<file path="config.mk">
export PLATFORM = sky130hd
export DESIGN_NAME = mem_arbiter
export DESIGN_NICKNAME = d
export VERILOG_FILES = /design/src/rtl/mem_arb_pkg.sv /design/src/rtl/arb_rr2.sv /design/src/rtl/mem_arbiter.sv
export SDC_FILE = /design/constraint.sdc
export NUM_CORES = 1
export LEC_CHECK = 0
export CORE_AREA = 2 2 289 291
export DETAILED_ROUTE_END_ITERATION = 10
export DIE_AREA = 0 0 291 293
export SLEW_MARGIN = 20
export SYNTH_ARGS = -nofsm -noshare
export SYNTH_HDL_FRONTEND = slang
export SYNTH_HIERARCHICAL = 1
export SYNTH_SLANG_ARGS = --single-unit
</file>
<file path="constraint.sdc">
create_clock -name clk -period 1.8 [get_ports clk]
set_input_delay 0.27 -clock clk [delete_from_list [all_inputs] [get_ports clk]]
set_output_delay 0.27 -clock clk [all_outputs]
set_load 0.02 [all_outputs]
</file>
<file path="src/rtl/mem_arb_pkg.sv">
// Shared types for the I/D line-fill arbiter: FSM states, grant encoding and the
// default cache-line width.
package mem_arb_pkg;

    localparam int LINE_W_DEFAULT = 128;

    typedef enum logic [1:0] {
        IDLE   = 2'd0,
        BUSY_I = 2'd1,
        BUSY_D = 2'd2,
        RESP   = 2'd3
    } state_t;

    typedef enum logic {
        GNT_I = 1'b0,
        GNT_D = 1'b1
    } gnt_t;

endpackage

</file>
<file path="src/rtl/arb_rr2.sv">
// Two-way tie-break between the I and D requesters: a lone requester always wins;
// on a tie D wins when prioritised, otherwise the side that did not win last time.
module arb_rr2
    import mem_arb_pkg::*;
(
    input  logic req_i,
    input  logic req_d,
    input  gnt_t last_grant,
    input  logic prio_d,
    output gnt_t grant
);

    always_comb begin
        grant = GNT_I;
        if (req_d && (!req_i || prio_d || last_grant == GNT_I)) begin
            grant = GNT_D;
        end
    end

endmodule

</file>
<file path="src/rtl/mem_arbiter.sv">
// Arbitrates I-side line fills and D-side fills/write-backs onto one memory port,
// one transaction at a time, with registered request and response signalling.
module mem_arbiter
    import mem_arb_pkg::*;
#(
    parameter int LINE_W     = LINE_W_DEFAULT,
    parameter int D_PRIORITY = 0
) (
    input  logic              clk,
    input  logic              proc_reset,
    input  logic              I_read,
    input  logic [31:4]       I_addr,
    output logic [LINE_W-1:0] I_rdata,
    output logic              I_ready,
    input  logic              D_read,
    input  logic              D_write,
    input  logic [31:4]       D_addr,
    input  logic [LINE_W-1:0] D_wdata,
    output logic [LINE_W-1:0] D_rdata,
    output logic              D_ready,
    output logic              mem_read,
    output logic              mem_write,
    output logic [31:4]       mem_addr,
    output logic [LINE_W-1:0] mem_wdata,
    input  logic [LINE_W-1:0] mem_rdata,
    input  logic              mem_ready
);

    state_t state_reg;
    gnt_t   last_grant_reg;
    gnt_t   resp_side_reg;
    gnt_t   grant;
    logic   d_req;

    assign d_req = D_read | D_write;

    arb_rr2 u_arb (
        .req_i      (I_read),
        .req_d      (d_req),
        .last_grant (last_grant_reg),
        .prio_d     (D_PRIORITY != 0),
        .grant      (grant)
    );

    always_ff @(posedge clk) begin
        if (proc_reset) begin
            state_reg      <= IDLE;
            last_grant_reg <= GNT_I;
            resp_side_reg  <= GNT_I;
            mem_read       <= 1'b0;
            mem_write      <= 1'b0;
            mem_addr       <= '0;
            mem_wdata      <= '0;
            I_ready        <= 1'b0;
            D_ready        <= 1'b0;
            I_rdata        <= '0;
            D_rdata        <= '0;
        end else begin
            I_ready <= 1'b0;
            D_ready <= 1'b0;
            case (state_reg)
                IDLE: begin
                    if (I_read || d_req) begin
                        resp_side_reg <= grant;
                        if (grant == GNT_D) begin
                            state_reg <= BUSY_D;
                            mem_addr  <= D_addr;
                            mem_wdata <= D_wdata;
                            // A simultaneous read+write is treated as a write-back.
                            mem_write <= D_write;
                            mem_read  <= ~D_write;
                        end else begin
                            state_reg <= BUSY_I;
                            mem_addr  <= I_addr;
                            mem_read  <= 1'b1;
                            mem_write <= 1'b0;
                        end
                    end
                end
                BUSY_I: begin
                    if (mem_ready) begin
                        I_rdata   <= mem_rdata;
                        I_ready   <= 1'b1;
                        mem_read  <= 1'b0;
                        mem_write <= 1'b0;
                        state_reg <= RESP;
                    end
                end
                BUSY_D: begin
                    if (mem_ready) begin
                        // Write-back completions leave the last fill line untouched.
                        if (!mem_write) begin
                            D_rdata <= mem_rdata;
                        end
                        D_ready   <= 1'b1;
                        mem_read  <= 1'b0;
                        mem_write <= 1'b0;
                        state_reg <= RESP;
                    end
                end
                RESP: begin
                    last_grant_reg <= resp_side_reg;
                    state_reg      <= IDLE;
                end
                default: state_reg <= IDLE;
            endcase
        end
    end

endmodule

</file>
Yosys cells after proc, flatten, opt, wreduce, memory -nomap -nowiden --
Index checks and enable logic that the tools add are counted.
Word-level totals: bits in registers 420, input bits 318, output and inout bits 416, word-level logic and storage cells 51
Operators by class: equality and inequality tests 5, mux-type cells 14, bitwise gates (word level) 6, reduce and logical (&&, ||, !) cells 15
Operators by type and width (number):
- 28-bit 2-to-1 mux | 1
- 3-bit AND reduction | 3
- 1-bit 2-to-1 mux | 7
- 2-bit 2-to-1 mux | 3
- 2-bit case mux with 3 select lines | 1
- 2-bit AND reduction | 3
- 2-bit OR reduction | 3
- 1-bit NOT | 5
- 2-bit == test, second input constant | 2
- 1-bit case mux with 2 select lines | 2
- 2-bit by 1-bit == test with 1-bit output, second input constant | 1
- 2-bit logical NOT | 1
- 1-bit logical OR | 2
- 2-bit by 1-bit != test with 1-bit output, second input constant | 1
- 2-bit != test, second input constant | 1
- 2-bit nonzero test | 1
- 1-bit logical AND | 1
- 1-bit logical NOT | 1
- 1-bit OR | 1

Depth between registers and ports, before layout --
depth after elaboration 7, gate-level depth with buffers 8, mapped depth without buffers 5

Hierarchy --
Netlist, hierarchy kept.
By module, submodules not included:
- mem_arbiter | instances 1, cells each 1840, area each 15613.7 µm², seq. area each 8408.1 µm²
- arb_rr2 | instances 1, cells each 2, area each 11.3 µm², seq. area each 0.0 µm²

Worst setup path after synthesis --
OpenSTA, ideal clock, no wires.
kind register -> register, start point register state_reg[0], end point register mem_write, setup time 0.070 ns, arrival 1.486 ns, data required time 1.730 ns, slack 0.243 ns, stages on the path, launching flop included 6, path buffers 0, period minus slack after synthesis 1.557 ns, cells stage by stage dfxtp_1 -> inv_1 -> ha_1 -> nor4b_2 -> or4_1 -> a21oi_1
Between the ends: word-level cells in the longest chain between the ends 4, elaborated cells on any way between the ends 9, classes of those cells eq/ne (4); mux (1); reduce/logical (4)
Ends and longest elaborated chain:
- start, declared | RTL line mem_arbiter.sv:29 | state_t state_reg;
- start signal, assigned | RTL line mem_arbiter.sv:47 | state_reg <= IDLE;
- start signal, assigned | RTL line mem_arbiter.sv:66 | state_reg <= BUSY_D;
- start signal, assigned | RTL line mem_arbiter.sv:73 | state_reg <= BUSY_I;
- 2-bit == test / 2-bit by 1-bit == test with 1-bit output (equally long branches) | RTL line mem_arbiter.sv:61 | case (state_reg)
- 2-bit OR reduction (no source line)
- 2-bit by 1-bit != test with 1-bit output (no source line) / 2-bit nonzero test (equally long branches)
- 3-bit AND reduction (no source line)
- end signal, assigned | RTL line mem_arbiter.sv:70 | mem_write <= D_write;
- end, declared | RTL line mem_arbiter.sv:22 | output logic mem_write,
Parallel ways exist; a longest one is shown, timed or not. A chain may end at the register's enable or synchronous reset.

Worst setup path in the final report --
start point register mem_write, end point output port mem_write
No word-level cell between the ends.

==> impl_metrics.env <==
export IMPL_synth_fp_nets=2166
export IMPL_drtAntennaViolNets=0
export IMPL_clk_latency_ps=580
export IMPL_die_width_um=291
export IMPL_crit_family="buffers and inverters"
export IMPL_routed_via_density=4.025
export IMPL_finalSetupViolCount=0
export IMPL_clock_path_buffers=3
export IMPL_cts_root_buf="clkbuf_16"
export IMPL_reg_largest_list="D_rdata (128), I_rdata (128), mem_wdata (128)"
export IMPL_worstHoldPathType="input port to register"
export IMPL_crit_type="register to primary output"
export IMPL_clkTransAtPathRegs_ps=60
export IMPL_end_kind="primary output"
export IMPL_cts_buffers=50
export IMPL_slew_viol_final=0
export IMPL_path_cells="dlygate4sd2_1"
export IMPL_start_util=0.1909
export IMPL_grt_pass1_wl_mm=94.01
export IMPL_final_layout_size_suffix_gt1_frac=0.1633
export IMPL_synth_main_ff_cell="dfxtp_1"
export IMPL_gp_congestion=0.8006
export IMPL_core_area_sq_mm=0.08185
export IMPL_required_ps=1530
export IMPL_grt_overflow_total=0
export IMPL_die_area_sq_mm=0.08526
export IMPL_skew_ps=18.99
export IMPL_htreeDepth=2
export IMPL_antenna_found_initial=11
export IMPL_placed_cell_area_sq_mm=0.02494
export IMPL_yosysTopAreaCell="dfxtp_1"
export IMPL_cts_setup_buffers=0
export IMPL_async_flop_share=0
export IMPL_drt_iter0_drc=403
export IMPL_max_stage_delay_ps=440
export IMPL_irDropWorstVdd_mv=0.8127
export IMPL_hold_viol=0
export IMPL_via_count=15017
export IMPL_track_usage=0.1435
export IMPL_rr_endpoint="mem_read$_SDFFE_PP0P_"
export IMPL_area_delta_synth_final_pct=66.86
export IMPL_cts_sinks=420
export IMPL_p_leak_nw=11.20
export IMPL_post_drt_wl_per_cell_um=17.11
export IMPL_yosys_top_cells_count="nand2_1 (673), dfxtp_1 (420), a21oi_1 (289)"
export IMPL_synth_top_area_frac=0.5381
export IMPL_slew_headroom=0.6446
export IMPL_r2r_slack_ps=130
export IMPL_ys_ff_latch=420
export IMPL_ys_top_cells_by_area="dfxtp_1 (54%), nand2_1 (16%), a21oi_1 (9.3%)"
export IMPL_nets=2941
export IMPL_synth_distinct_cells=33
export IMPL_hold_depth=2
export IMPL_fin_setup_tns_ps=0
export IMPL_rsz0062_at_grt="false"
export IMPL_synth_most_common_cell="nand2_1"
export IMPL_grt_max_degree=58
export IMPL_status="finished, final reports clean"
export IMPL_synthCells=1842
export IMPL_path_buf_inv=1
export IMPL_drt_first_pass_iters=4
export IMPL_postSynthAreaPerCell_sq_um=8.483
export IMPL_cp_data_arrival_time_ps=1440
export IMPL_hold_path_end="D_ready$_SDFF_PP0_"
export IMPL_reg2regPathDepth=6
export IMPL_cp_start_kind="register"
export IMPL_drc_errors=0
export IMPL_power_density_mw_per_mm2=1337
export IMPL_first_global_vias=15033
export IMPL_dp_hpwl_mm=49.19
export IMPL_critPathMaxFanout=4
export IMPL_worst_slew_pin_slew_ps=533.1
export IMPL_design_area_sq_mm=0.02607
export IMPL_maxCapViolCount=0
export IMPL_syn_area_sq_mm=0.01562
export IMPL_synth_edf_count=0
export IMPL_cts_tree="done"
export IMPL_drt_total_wl_mm=63.83
export IMPL_io_buffers=733
export IMPL_ys_warn_count=6
export IMPL_synth_seq_area_share=0.5381
export IMPL_num_rows=105
export IMPL_ios=734
export IMPL_min_period_ps=1710
export IMPL_die_y_um=293
export IMPL_worstHoldStart="proc_reset"
export IMPL_r2r_start="state_reg[0]$_SDFFE_PP0P_"
export IMPL_slowest_stage="dlygate4sd2_1"
export IMPL_timing_final_crit_share=0.9499
export IMPL_max_clock_freq_mhz=584.9
-- through the flow --
step	hold WS, ps	worst slack, ps	power [W]	util	instances
finish	125.0	90.17	0.03487	0.3186	3731
global route	122.8	4.077	0.03682	0.3185	3729
CTS	76.25	9.595	0.03547	0.3183	3727
detailed placement	445.3	-251.2	0.02629	0.3047	3635
global placement	440.2	-257.1	0.02619	0.3047	3635
floorplan	391.0	243.3	0.01949	-	1842
-- cells by family after synthesis --
logic type / after synthesis / synth area share
other: 1 / 0.0002400
adders and majority gates: 6 / 0.004804
AOI/OAI and AO/OA: 425 / 0.1707
and+or+nand+nor: 818 / 0.2160
muxes: 29 / 0.01858
DFF: 420 / 0.5381
buffers and inverters: 143 / 0.05157
-- area by class of cell --
class                      instances  area (sq um)
fill                            8754         55770
multi-input combinational       1279          6439
clock buffer                      77          1514
timing repair buffer             864          8234
sequential                       420          8408
inverter                           2         7.507
tap                             1070          1339
clock inverter                    15         121.4
antenna                            4         10.01
-- power breakdown --
part           leakage, nW  switching, W  internal [W]
clock network        0.810       0.00412       0.00592
registers             3.43      0.000853        0.0109
logic                 6.96       0.00778       0.00530
total                 11.2        0.0128        0.0221
-- routing by layer --
layer  track usage  wire length (um)  vias to the layer above
li1              -                 -                     7546
met4       0.04651              1826                        8
met2        0.2594             31890                      531
met5             0                52                        -
met1        0.1516             24230                     6834
met3       0.05726              5837                       98
-- cell usage in the layout (no fill, tap or decap), drive strengths merged, types with 2 or more instances in the layout --
master         Yosys  final
diode              0      4
mux2i             29     29
nor2              32     32
a211oi            28     28
a311oi             2      2
clkinv             0     11
ha                 6      6
nand2            773    773
buf               75    135
a21oi            389    389
nand2b             4      4
or4b               2      2
dfxtp            420    420
clkbuf            66     77
o31ai              2      2
clkdlybuf4s50      0    316
dlygate4sd2        0    413
inv                2      4
-- worst max path at each step --
stage | start | endpoint | slack (ps) | cells after the start
6_report | mem_write$_SDFFE_PP0P_ | mem_write | 90 | 1
2_1_floorplan | state_reg[0]$_SDFFE_PP0P_ | mem_write$_SDFFE_PP0P_ | 240 | 5
4_1_cts | mem_wdata[50]$_SDFFE_PP0P_ | mem_wdata[50] | 10 | 1
3_3_place_gp | D_write | mem_wdata[7]$_SDFFE_PP0P_ | -260 | 8
5_1_grt | state_reg[0]$_SDFFE_PP0P_ | mem_write$_SDFFE_PP0P_ | 4 | 6
3_5_place_dp | D_write | mem_wdata[26]$_SDFFE_PP0P_ | -250 | 8
-- what timing repair did --
| action | 4_1_cts | 5_1_grt |
|---|---|---|
| setup endpoints to repair | 413 | 3 |
| hold buffers | 0 | 0 |
| resized for setup | 413 | 2 |
| pin swaps | 0 | 0 |
(Power assumes the default switching activity.)
